$ cat config.mk
export PLATFORM = sky130hd
export DESIGN_NAME = i3c_tgt_enthdr_rx_flat
export DESIGN_NICKNAME = d
export VERILOG_FILES = /design/src/rtl/i3c_tgt_pkg.sv /design/src/rtl/i3c_tgt_enthdr_rx_if.sv /design/src/rtl/i3c_bus_cond_det.sv /design/src/rtl/i3c_tgt_enthdr_rx.sv /design/src/flat_wrapper.sv
export SDC_FILE = /design/constraint.sdc
export NUM_CORES = 1
export LEC_CHECK = 0
export BUFFER_PORTS_ARGS = -buffer_cell sky130_fd_sc_hd__buf_4
export CAP_MARGIN = 20
export CORE_UTILIZATION = 55
export CTS_CLUSTER_SIZE = 24
export DETAILED_ROUTE_END_ITERATION = 7
export GPL_TIMING_DRIVEN = 0
export PLACE_DENSITY = 0.85
export SYNTH_ARGS = -nofsm -noshare
export SYNTH_HDL_FRONTEND = slang
export SYNTH_SLANG_ARGS = --single-unit
$ cat constraint.sdc
create_clock -name i_sys_clk -period 1.98 [get_ports i_sys_clk]
set_clock_uncertainty 0.15 [all_clocks]
set_input_delay 0.396 -clock i_sys_clk [delete_from_list [all_inputs] [get_ports i_sys_clk]]
set_output_delay 0.396 -clock i_sys_clk [all_outputs]
set_load 0.1 [all_outputs]
$ cat src/rtl/i3c_tgt_pkg.sv
// Shared definitions for the I3C target-side engines: FSM state encoding,
// broadcast address, ENTHDRx CCC codes and HDR mode indices.
package i3c_tgt_pkg;

    typedef enum logic [2:0] {
        ST_IDLE,
        ST_ADDR,
        ST_ACK,
        ST_CCC,
        ST_PAR
    } enthdr_state_e;

    typedef logic [2:0] hdr_mode_t;

    localparam logic [6:0] BCAST_ADDR_DEF = 7'h7E;

    localparam logic [7:0] CCC_ENTHDR0 = 8'h20;
    localparam logic [7:0] CCC_ENTHDR1 = 8'h21;
    localparam logic [7:0] CCC_ENTHDR2 = 8'h22;
    localparam logic [7:0] CCC_ENTHDR3 = 8'h23;
    localparam logic [7:0] CCC_ENTHDR4 = 8'h24;
    localparam logic [7:0] CCC_ENTHDR5 = 8'h25;
    localparam logic [7:0] CCC_ENTHDR6 = 8'h26;
    localparam logic [7:0] CCC_ENTHDR7 = 8'h27;

    localparam hdr_mode_t HDR_MODE_DDR = 3'd0;
    localparam hdr_mode_t HDR_MODE_TSP = 3'd1;
    localparam hdr_mode_t HDR_MODE_TSL = 3'd2;
    localparam hdr_mode_t HDR_MODE_BT  = 3'd3;

    // T bit makes the 9-bit {data, T} word odd parity.
    function automatic logic exp_t_bit(input logic [7:0] data);
        return ~^data;
    endfunction

endpackage

$ cat src/rtl/i3c_tgt_enthdr_rx_if.sv
// SDA/SCL bus-side signals and the controller handshake of the ENTHDR receiver.
// slave = receiver side, master = edge logic / target controller side.
interface i3c_tgt_enthdr_rx_if;
    import i3c_tgt_pkg::*;

    logic      i_engine_en;
    logic      i_sda;
    logic      i_scl;
    logic      i_scl_pos_edge;
    logic      i_scl_neg_edge;
    logic      o_sda;
    logic      o_sda_oe;
    logic      o_engine_done;
    hdr_mode_t o_hdr_mode;
    logic      o_ccc_err;

    modport slave (
        input  i_engine_en, i_sda, i_scl, i_scl_pos_edge, i_scl_neg_edge,
        output o_sda, o_sda_oe, o_engine_done, o_hdr_mode, o_ccc_err
    );

    modport master (
        output i_engine_en, i_sda, i_scl, i_scl_pos_edge, i_scl_neg_edge,
        input  o_sda, o_sda_oe, o_engine_done, o_hdr_mode, o_ccc_err
    );

endinterface

$ cat src/rtl/i3c_bus_cond_det.sv
// START/Sr and STOP detector: compares SDA against its registered previous
// value while SCL is high and emits one-cycle strobes.
module i3c_bus_cond_det (
    input  logic i_sys_clk,
    input  logic i_sys_rst,
    input  logic i_en,
    input  logic i_sda,
    input  logic i_scl,
    output logic o_start,
    output logic o_stop
);

    logic sda_prev_q;
    logic sda_prev_d;

    always_comb begin
        sda_prev_d = i_sda;
    end

    // NOTE: sequential state uses non-blocking assignments only.
    always_ff @(posedge i_sys_clk or posedge i_sys_rst) begin
        if (i_sys_rst) begin
            sda_prev_q <= 1'b1;
        end else begin
            sda_prev_q <= sda_prev_d;
        end
    end

    assign o_start = i_en & i_scl &  sda_prev_q & ~i_sda;
    assign o_stop  = i_en & i_scl & ~sda_prev_q &  i_sda;

endmodule

$ cat src/rtl/i3c_tgt_enthdr_rx.sv
// Target SDR header receiver for HDR entry: ACKs 7'h7E/W, receives CCC + T and
// reports a supported ENTHDRx as a mode index. Define
// I3C_TGT_ENTHDR_PARITY_CHK_EN to check the T bit; otherwise it is ignored.
module i3c_tgt_enthdr_rx
    import i3c_tgt_pkg::*;
#(
    parameter logic [6:0] BCAST_ADDR  = BCAST_ADDR_DEF,
    parameter logic [7:0] ENTHDR_BASE = CCC_ENTHDR0,
    parameter int         NUM_MODES   = 8,
    parameter logic [7:0] MODE_MASK   = 8'h01
) (
    input  logic                  i_sys_clk,
    input  logic                  i_sys_rst,
    i3c_tgt_enthdr_rx_if.slave    bus
);

    enthdr_state_e state_q, state_d;
    logic [2:0]    cnt_q, cnt_d;
    logic [7:0]    shift_q, shift_d;
    logic          byte_done_q, byte_done_d;
    logic          sda_q, sda_d;
    logic          sda_oe_q, sda_oe_d;
    logic          done_q, done_d;
    logic          err_q, err_d;
    hdr_mode_t     mode_q, mode_d;

    logic          start_det;
    logic          stop_det;
    logic [8:0]    code_off;
    logic          code_ok;
    logic          par_err;

    i3c_bus_cond_det u_cond (
        .i_sys_clk (i_sys_clk),
        .i_sys_rst (i_sys_rst),
        .i_en      (bus.i_engine_en),
        .i_sda     (bus.i_sda),
        .i_scl     (bus.i_scl),
        .o_start   (start_det),
        .o_stop    (stop_det)
    );

    // Code classification runs on the received CCC byte held in shift_q.
    always_comb begin
        code_off = {1'b0, shift_q} - {1'b0, ENTHDR_BASE};
        code_ok  = !code_off[8] && (code_off < 9'(NUM_MODES))
                   && MODE_MASK[code_off[2:0]];
`ifdef I3C_TGT_ENTHDR_PARITY_CHK_EN
        par_err  = (bus.i_sda != exp_t_bit(shift_q));
`else
        par_err  = 1'b0;
`endif
    end

    // NOTE: every variable gets a default first so no latch can be inferred.
    always_comb begin
        state_d     = state_q;
        cnt_d       = cnt_q;
        shift_d     = shift_q;
        byte_done_d = byte_done_q;
        done_d      = 1'b0;
        err_d       = 1'b0;
        mode_d      = mode_q;

        if (!bus.i_engine_en) begin
            state_d     = ST_IDLE;
            cnt_d       = 3'd0;
            byte_done_d = 1'b0;
        end else if (stop_det) begin
            state_d     = ST_IDLE;
            cnt_d       = 3'd0;
            byte_done_d = 1'b0;
        end else if (start_det) begin
            state_d     = ST_ADDR;
            cnt_d       = 3'd0;
            byte_done_d = 1'b0;
        end else begin
            unique case (state_q)
                ST_IDLE: ;
                ST_ADDR: begin
                    if (bus.i_scl_pos_edge && !byte_done_q) begin
                        shift_d     = {shift_q[6:0], bus.i_sda};
                        cnt_d       = cnt_q + 3'd1;
                        byte_done_d = (cnt_q == 3'd7);
                    end else if (bus.i_scl_neg_edge && byte_done_q) begin
                        byte_done_d = 1'b0;
                        cnt_d       = 3'd0;
                        state_d     = (shift_q == {BCAST_ADDR, 1'b0}) ? ST_ACK : ST_IDLE;
                    end
                end
                ST_ACK: begin
                    if (bus.i_scl_neg_edge) begin
                        state_d = ST_CCC;
                        cnt_d   = 3'd0;
                    end
                end
                ST_CCC: begin
                    if (bus.i_scl_pos_edge) begin
                        shift_d = {shift_q[6:0], bus.i_sda};
                        cnt_d   = cnt_q + 3'd1;
                        if (cnt_q == 3'd7) begin
                            state_d = ST_PAR;
                        end
                    end
                end
                ST_PAR: begin
                    if (bus.i_scl_pos_edge) begin
                        state_d = ST_IDLE;
                        if (par_err) begin
                            err_d = 1'b1;
                        end else if (code_ok) begin
                            done_d = 1'b1;
                            mode_d = code_off[2:0];
                        end
                    end
                end
                default: state_d = ST_IDLE;
            endcase
        end

        // SDA is pulled low exactly while the ACK state is occupied.
        sda_oe_d = (state_d == ST_ACK);
        sda_d    = ~sda_oe_d;
    end

    always_ff @(posedge i_sys_clk or posedge i_sys_rst) begin
        if (i_sys_rst) begin
            state_q     <= ST_IDLE;
            cnt_q       <= 3'd0;
            shift_q     <= 8'h00;
            byte_done_q <= 1'b0;
            sda_q       <= 1'b1;
            sda_oe_q    <= 1'b0;
            done_q      <= 1'b0;
            err_q       <= 1'b0;
            mode_q      <= HDR_MODE_DDR;
        end else begin
            state_q     <= state_d;
            cnt_q       <= cnt_d;
            shift_q     <= shift_d;
            byte_done_q <= byte_done_d;
            sda_q       <= sda_d;
            sda_oe_q    <= sda_oe_d;
            done_q      <= done_d;
            err_q       <= err_d;
            mode_q      <= mode_d;
        end
    end

    assign bus.o_sda         = sda_q;
    assign bus.o_sda_oe      = sda_oe_q;
    assign bus.o_engine_done = done_q;
    assign bus.o_hdr_mode    = mode_q;
    assign bus.o_ccc_err     = err_q;

endmodule
$ cat src/flat_wrapper.sv
// flat-port wrapper written by rule: the top's interface ports become plain ports
module i3c_tgt_enthdr_rx_flat import i3c_tgt_pkg::*;
#(
    parameter logic [6:0] BCAST_ADDR  = BCAST_ADDR_DEF,
    parameter logic [7:0] ENTHDR_BASE = CCC_ENTHDR0,
    parameter int         NUM_MODES   = 8,
    parameter logic [7:0] MODE_MASK   = 8'h01
)
  (i_sys_clk, i_sys_rst, bus_i_engine_en, bus_i_sda, bus_i_scl, bus_i_scl_pos_edge, bus_i_scl_neg_edge, bus_o_sda, bus_o_sda_oe, bus_o_engine_done, bus_o_hdr_mode, bus_o_ccc_err);
  i3c_tgt_enthdr_rx_if bus_i ();
  input  logic i_sys_clk;
  input  logic i_sys_rst;
  input wire logic [$bits(bus_i.i_engine_en)-1:0] bus_i_engine_en;
  input wire logic [$bits(bus_i.i_sda)-1:0] bus_i_sda;
  input wire logic [$bits(bus_i.i_scl)-1:0] bus_i_scl;
  input wire logic [$bits(bus_i.i_scl_pos_edge)-1:0] bus_i_scl_pos_edge;
  input wire logic [$bits(bus_i.i_scl_neg_edge)-1:0] bus_i_scl_neg_edge;
  output wire logic [$bits(bus_i.o_sda)-1:0] bus_o_sda;
  output wire logic [$bits(bus_i.o_sda_oe)-1:0] bus_o_sda_oe;
  output wire logic [$bits(bus_i.o_engine_done)-1:0] bus_o_engine_done;
  output wire logic [$bits(bus_i.o_hdr_mode)-1:0] bus_o_hdr_mode;
  output wire logic [$bits(bus_i.o_ccc_err)-1:0] bus_o_ccc_err;
  assign bus_i.i_engine_en = bus_i_engine_en;
  assign bus_i.i_sda = bus_i_sda;
  assign bus_i.i_scl = bus_i_scl;
  assign bus_i.i_scl_pos_edge = bus_i_scl_pos_edge;
  assign bus_i.i_scl_neg_edge = bus_i_scl_neg_edge;
  assign bus_o_sda = bus_i.o_sda;
  assign bus_o_sda_oe = bus_i.o_sda_oe;
  assign bus_o_engine_done = bus_i.o_engine_done;
  assign bus_o_hdr_mode = bus_i.o_hdr_mode;
  assign bus_o_ccc_err = bus_i.o_ccc_err;
  i3c_tgt_enthdr_rx #(.BCAST_ADDR(BCAST_ADDR), .ENTHDR_BASE(ENTHDR_BASE), .NUM_MODES(NUM_MODES), .MODE_MASK(MODE_MASK)) u_core (.i_sys_clk(i_sys_clk), .i_sys_rst(i_sys_rst), .bus(bus_i));
endmodule
# Yosys cells after proc, flatten, opt, wreduce, memory -nomap -nowiden
# Memory sizes are Yosys's and may differ from the RTL's.
# Cells that the tools add are included.
[word_totals]
rom_bits = 8
n_memories = 1
inputBits = 7
ff_bits = 22
output_inout_bits = 7
[mem_list]
columns = ["memory", "depth", "word_bits", "rd", "rd_ports_with_merged_regs", "wr", "line", "source"]
rows = [
  ["(name not given)", 8, 1, 1, 0, 0, "i3c_tgt_enthdr_rx.sv:47", "&& MODE_MASK[code_off[2:0]];"],
]
[classes]
n_mux = 35
magnitude_cmp = 2
n_reduce_logical = 12
n_eq_ne = 15
n_bitwise = 10
addsub = 2
[op_table]
columns = ["op", "n"]
rows = [
  ["3-bit two-way mux", 16],
  ["8-bit two-way mux", 2],
  ["8-bit one-hot mux with 2 select lines", 1],
  ["3-bit one-hot mux with 5 select lines", 1],
  ["1-bit two-way mux", 13],
  ["6-bit AND reduction", 2],
  ["5-bit by 3-bit != test with 1-bit output, second input constant", 2],
  ["3-bit by 2-bit == test with 1-bit output, second input constant", 3],
  ["9-bit by 4-bit less-than comparator with 1-bit output, second input constant", 1],
  ["3-bit one-hot mux with 3 select lines", 1],
  ["8-bit by 6-bit subtractor with 9-bit output, second input constant", 1],
  ["8-bit == test, second input constant", 1],
  ["3-bit == test, second input constant", 2],
  ["6-bit by 1-bit != test with 1-bit output, second input constant", 1],
  ["6-bit by 2-bit != test with 1-bit output, second input constant", 1],
  ["1-bit AND", 5],
  ["5-bit by 1-bit != test with 1-bit output, second input constant", 1],
  ["1-bit NOT", 5],
  ["1-bit logical AND", 4],
  ["3-bit by 4-bit less-than comparator with 1-bit output, second input constant", 1],
  ["4-bit by 1-bit != test with 1-bit output, second input constant", 1],
  ["4-bit AND reduction", 1],
  ["3-bit by 1-bit adder with 3-bit output, second input constant", 1],
  ["3-bit by 1-bit == test with 1-bit output, second input constant", 1],
  ["other kinds (7)", 8],
]

# Depth between registers and ports, before layout
[logic_depth]
ltp_word = 10
depth_mapped = 6
depth_no_buf = 6

# Modules after synthesis
# A second synthesis with hierarchy kept.
[unflattened]
cells_unflattened = 93
hier_area_um2 = 1057.3
[by_module_without_submodules]
columns = ["module", "cells_each", "instances", "area_per_inst_um2"]
rows = [
  ["i3c_tgt_enthdr_rx", 89, 1, 1007.2],
  ["i3c_bus_cond_det", 4, 1, 50.0],
]

# Worst setup path after synthesis
# OpenSTA, ideal clock, no wires.
[synth_timing]
path_kind = "flip-flop to flip-flop"
startpoint = "reg u_core.u_cond.sda_prev_q"
endpoint = "reg u_core.shift_q[0]"
synth_period_minus_slack_ns = 1.785
t_required_ns = 1.705
arrival_ns = 1.511
path_slack_ns = 0.195
path_stages_with_launch = 6
path_cell_list = "dfstp_2 -> xnor2_1 -> o21ai_2 -> or3_1 -> buf_6 -> mux2_2"
[synth_via]
elab_chain_len = 5
word_cells_on_any_way = 8
[synth_rtl]
columns = ["element", "line", "source"]
rows = [
  ["start: declaration", "i3c_bus_cond_det.sv:13", "logic sda_prev_q;"],
  ["start signal: assignment", "i3c_bus_cond_det.sv:25", "sda_prev_q <= sda_prev_d;"],
  ["1-bit NOT", "i3c_bus_cond_det.sv:30", "assign o_stop = i_en & i_scl & ~sda_prev_q & i_sda;"],
  ["1-bit AND (2 in series)", "i3c_bus_cond_det.sv:30", ""],
  ["1-bit NOT (no line)", "n/a", ""],
  ["6-bit AND reduction (no line) (*)", "n/a", ""],
  ["end signal: assignment", "i3c_tgt_enthdr_rx.sv:140", "shift_q <= shift_d;"],
  ["end: declaration", "i3c_tgt_enthdr_rx.sv:19", "logic [7:0] shift_q, shift_d;"],
]
# Every way passes the cells marked *; elsewhere a longest branch is shown, timed or not.
# A chain may end at the register's enable or synchronous reset.

# Final worst setup path
[layout_timing]
startpoint = "reg u_core.u_cond.sda_prev_q"
endpoint = "reg u_core.shift_q[3]"
# The elaborated chain is that of the path after synthesis.

==> results.md <==
* Status: finished, final reports clean
* Total GRT Usage at around 22%
* CP required at about 2.0 ns
* Hold Path Class: in -> reg
* Worst Setup Path Type: reg -> reg
* Post-synthesis instance area at between 0.001 and 0.0015 sq mm
* Hold-fix buffers, CTS at 0
* Largest area contributor in the netlist: dfrtp_1
* Seq/Total Area, Yosys at between 50% and 60%
* Hold depth at 1
* Worst hold slack at between 0.05 and 0.06 ns
* R2R depth at 5
* Slowest cell delay on critical path at approximately 0.56 ns
* Die height at 45.8 microns
* Switching fraction of total power at between 20% and 30%
* Peak VDD IR at 0.689 mV
* Register area at approximately 550 sq um
* R2R Path End: u_core.shift_q[3]
* Area Overhead vs Synth at 16.5%
* Flop-to-flop setup slack at approximately 0.10 ns
* Clk pwr share at 37.5%
* Drt via density at ~5.7
* Net load switching power at approximately 0.0002 W
* P_leak at between 0.6 and 0.7 nW
* Top post-synthesis cells by area: dfrtp_1, mux2_2, dfstp_2
* Synth async-reset ratio at 100%
* Comb power frac at 9.4%
* Crit-path slowest cell: dfstp_2
* Pre-antenna DRT Iters at 4
* Slew of the pin with the lowest slew margin at between 0.7 and 0.8 ns
* Mean Syn Cell Area at between 10 and 15 sq um
* Via count at about 750
* Int Pwr at between 0.0007 and 0.0008 W
* Share of Yosys cell area claimed by the top area cell type at between 40% and 50%
* Fillers at 139
* Post-route ant nets at 0
* Number of CTS-inserted buffers at 3
* Root Driver: clkbuf_4
* Reg2Reg Launch Point: u_core.u_cond.sda_prev_q
* Core Area at 0.00176 sq mm
* DP HPWL at between 1000 and 1500 microns
* Final Critical Period at between 1.5 and 2 ns
* Syn_nets at about 100
* Grt ovf at 0
* Clk buf depth at 2
* Initial antenna violation count at 0
* Row Count at 15
* Die width at 45.8 microns
* Num ports at 14
* Setup repair bufs after CTS at 0
* RSZ-0062 raised after global routing: no
* DRT Wirelength at 1880 microns
* Crit path buffers/inverters at 1
* Max_slew headroom at approximately 47%
* DR WL/cell at 14.1 microns
* DR DRC count at 0
* Setup TNS at 0 ns
* Power Dens Cells at ~740 mW/mm^2
* Data arrival time of the worst path at roughly 1.9 ns
* Vias in the first global route at 673
* Largest net degree at the start of global routing at 23
* GP Congestion at around 0.76
* WHS Endpoint: u_core.u_cond.sda_prev_q
* PostCTS Resize Cnt at 0
* Main flop type after synthesis: dfrtp_1
* Clk_lat worst skew at between 0.3 and 0.4 ns
* DRC marker count from the first detailed-route iteration at 8
* PortBufs at 12
* Count of cell types in the netlist at 39
* Sink Count at 22
* Max FO, Critical Path at 9
* FMAX at approximately 530 MHz
* Crit start category: flip-flop
* Multi-input logic area at roughly 460 sq um
* Reg power frac at 53.1%
* Die area at 0.00210 sq mm
* Final slew viol count at 0
* Reg clk slew, reported paths at 0.12 ns
* Min-delay src: bus_i_sda
* Worst Setup End Kind: flip-flop
* First-pass GRT wire length at 3080 microns
* CTS H-tree lvls at 1
* FF+latch count, synth at 22
* Crit path max-delay family: flip-flops
* YS warnings at 0
* Post-Synthesis Cells at 92
* Setup Viol. Count Final at 0
* CP cell instances: xnor2_1 -> o21ai_2 -> or3_1 -> buf_6 -> mux2_2
* Critical Path Start: u_core.u_cond.sda_prev_q
* Final hold viol count at 0
* # Max-Cap Violations at 0
* N_diodes at 0
* Period utilisation layout at 94.7%
* Layout cells sized above 1 at between 30% and 40%
* Final layout net count at 118
* Number of flops mapped to enable cells by yosys at 0
* Initial Util at 59.8%
* CTS tree: yes
## how the worst max path moves through the flow
| stage | end | slack (ns) | cells after the start |
|---|---|---|---|
| global route | u_core.bus.o_sda_oe | 0.04 | 6 |
| detailed placement | u_core.shift_q[3] | 0.07 | 6 |
| CTS | u_core.shift_q[3] | 0.11 | 5 |
| floorplan | u_core.shift_q[0] | 0.19 | 5 |
| global placement | u_core.shift_q[2] | 0.09 | 6 |
| finish | u_core.shift_q[3] | 0.10 | 5 |
## power groups by stage
stage,logic [W],registers [W],clock network [W]
finish,0.0000856,0.000482,0.000341
CTS,0.0000867,0.000483,0.000347
floorplan,0.0000632,0.000487,0
global route,0.0000968,0.000485,0.000362
global placement,0.0000836,0.000490,0
detailed placement,0.0000858,0.000491,0
## cells by family after synthesis
group           after synthesis  synth area share (%)
simple gates                 36                  20.5
flops                        22                  52.4
compound gates               12                  8.90
mux                          10                  10.4
buf+inv                       8                  4.15
fa+ha+maj                     2                  2.37
other cells                   1                 0.356
xor+xnor                      1                 0.831
## registers in the layout, summed over array words and instances, names as in the netlist
signal	count
u_core.bus.o_sda_oe	1
u_core.byte_done_q	1
u_core.shift_q	8
u_core.state_q	3
u_core.cnt_q	3
u_core.bus.o_sda	1
u_core.bus.o_engine_done	1
u_core.bus.o_hdr_mode	3
u_core.u_cond.sda_prev_q	1
## metrics by stage
stage	utilization (%)	area, sq um	instances	worst slack, ns	power [W]
2_1_floorplan	-	1050	92	0.195	0.000550
4_1_cts	69.6	1230	133	0.111	0.000916
3_5_place_dp	66.7	1180	129	0.0743	0.000577
3_3_place_gp	66.7	1180	129	0.0870	0.000573
6_report	69.6	1230	133	0.105	0.000909
5_1_grt	69.6	1230	133	0.0380	0.000944
## final cells by class
| class | instances | area share [%] |
|---|---|---|
| clock buffer | 3 | 1.83 |
| buffer | 5 | 2.65 |
| clock inverter | 1 | 2.44 |
| timing repair buffer | 12 | 7.33 |
| tap | 25 | 2.55 |
| multi-input combinational | 62 | 37.3 |
| inverter | 3 | 0.916 |
| sequential | 22 | 45.0 |
## cells in the mapped netlist (2+ instances only)
cell type and count:
nand2b_1 2, inv_1 3, ha_1 2, a22oi_1 2, and4_1 2, buf_2 2
mux2i_1 2, nor3b_1 2, mux2_2 8, nand2_1 7, nand3_1 4, and2_1 2
dfrtp_1 20, a21oi_1 2, or3_1 2, dfstp_2 2, nor2b_1 5, nor2_1 2
## layout by cell type, fill, tap and decap left out, drive strengths merged
cell and n:
inv 3, o31ai 1, conb 1, or4 1, a211oi 1, nand2b 2
or3 2, dfstp 2, and4b 1, nor4 1, a22oi 2, clkbuf 4
a211o 1, nor2b 5, and4 2, bufinv 1, and3b 1, o21a 1
buf 16, dfrtp 20, xnor2 1, nor2 2, o21ai 1, a21oi 2
nand4 1, mux2 8, o2bb2ai 1, nand3 4, nor3 2, and2 2
nand2 7, o41ai 1, ha 2, nand3b 1, o221a 1, nor3b 2
mux2i 2
## metal layers
layer	up-vias	part of all wire [%]	track usage [%]
li1	358	-	-
met1	366	42	26.7
met2	24	53	37.1
met3	4	3.5	3.57
met4	0	1.3	8.82
met5	-	0	0
## worst reg2reg max path, delay by kind of cell, from the launching register on
| family | cells | cell delay [ns] |
|---|---|---|
| XOR/XNOR | 1 | 0.15 |
| AND/OR/NAND/NOR | 1 | 0.37 |
| multiplexers | 1 | 0.27 |
| buffers and inverters | 1 | 0.15 |
| flip-flops | 1 | 0.56 |
| AO/OA/AOI/OAI | 1 | 0.11 |
No activity file was read; power rests on OpenSTA's default activity.
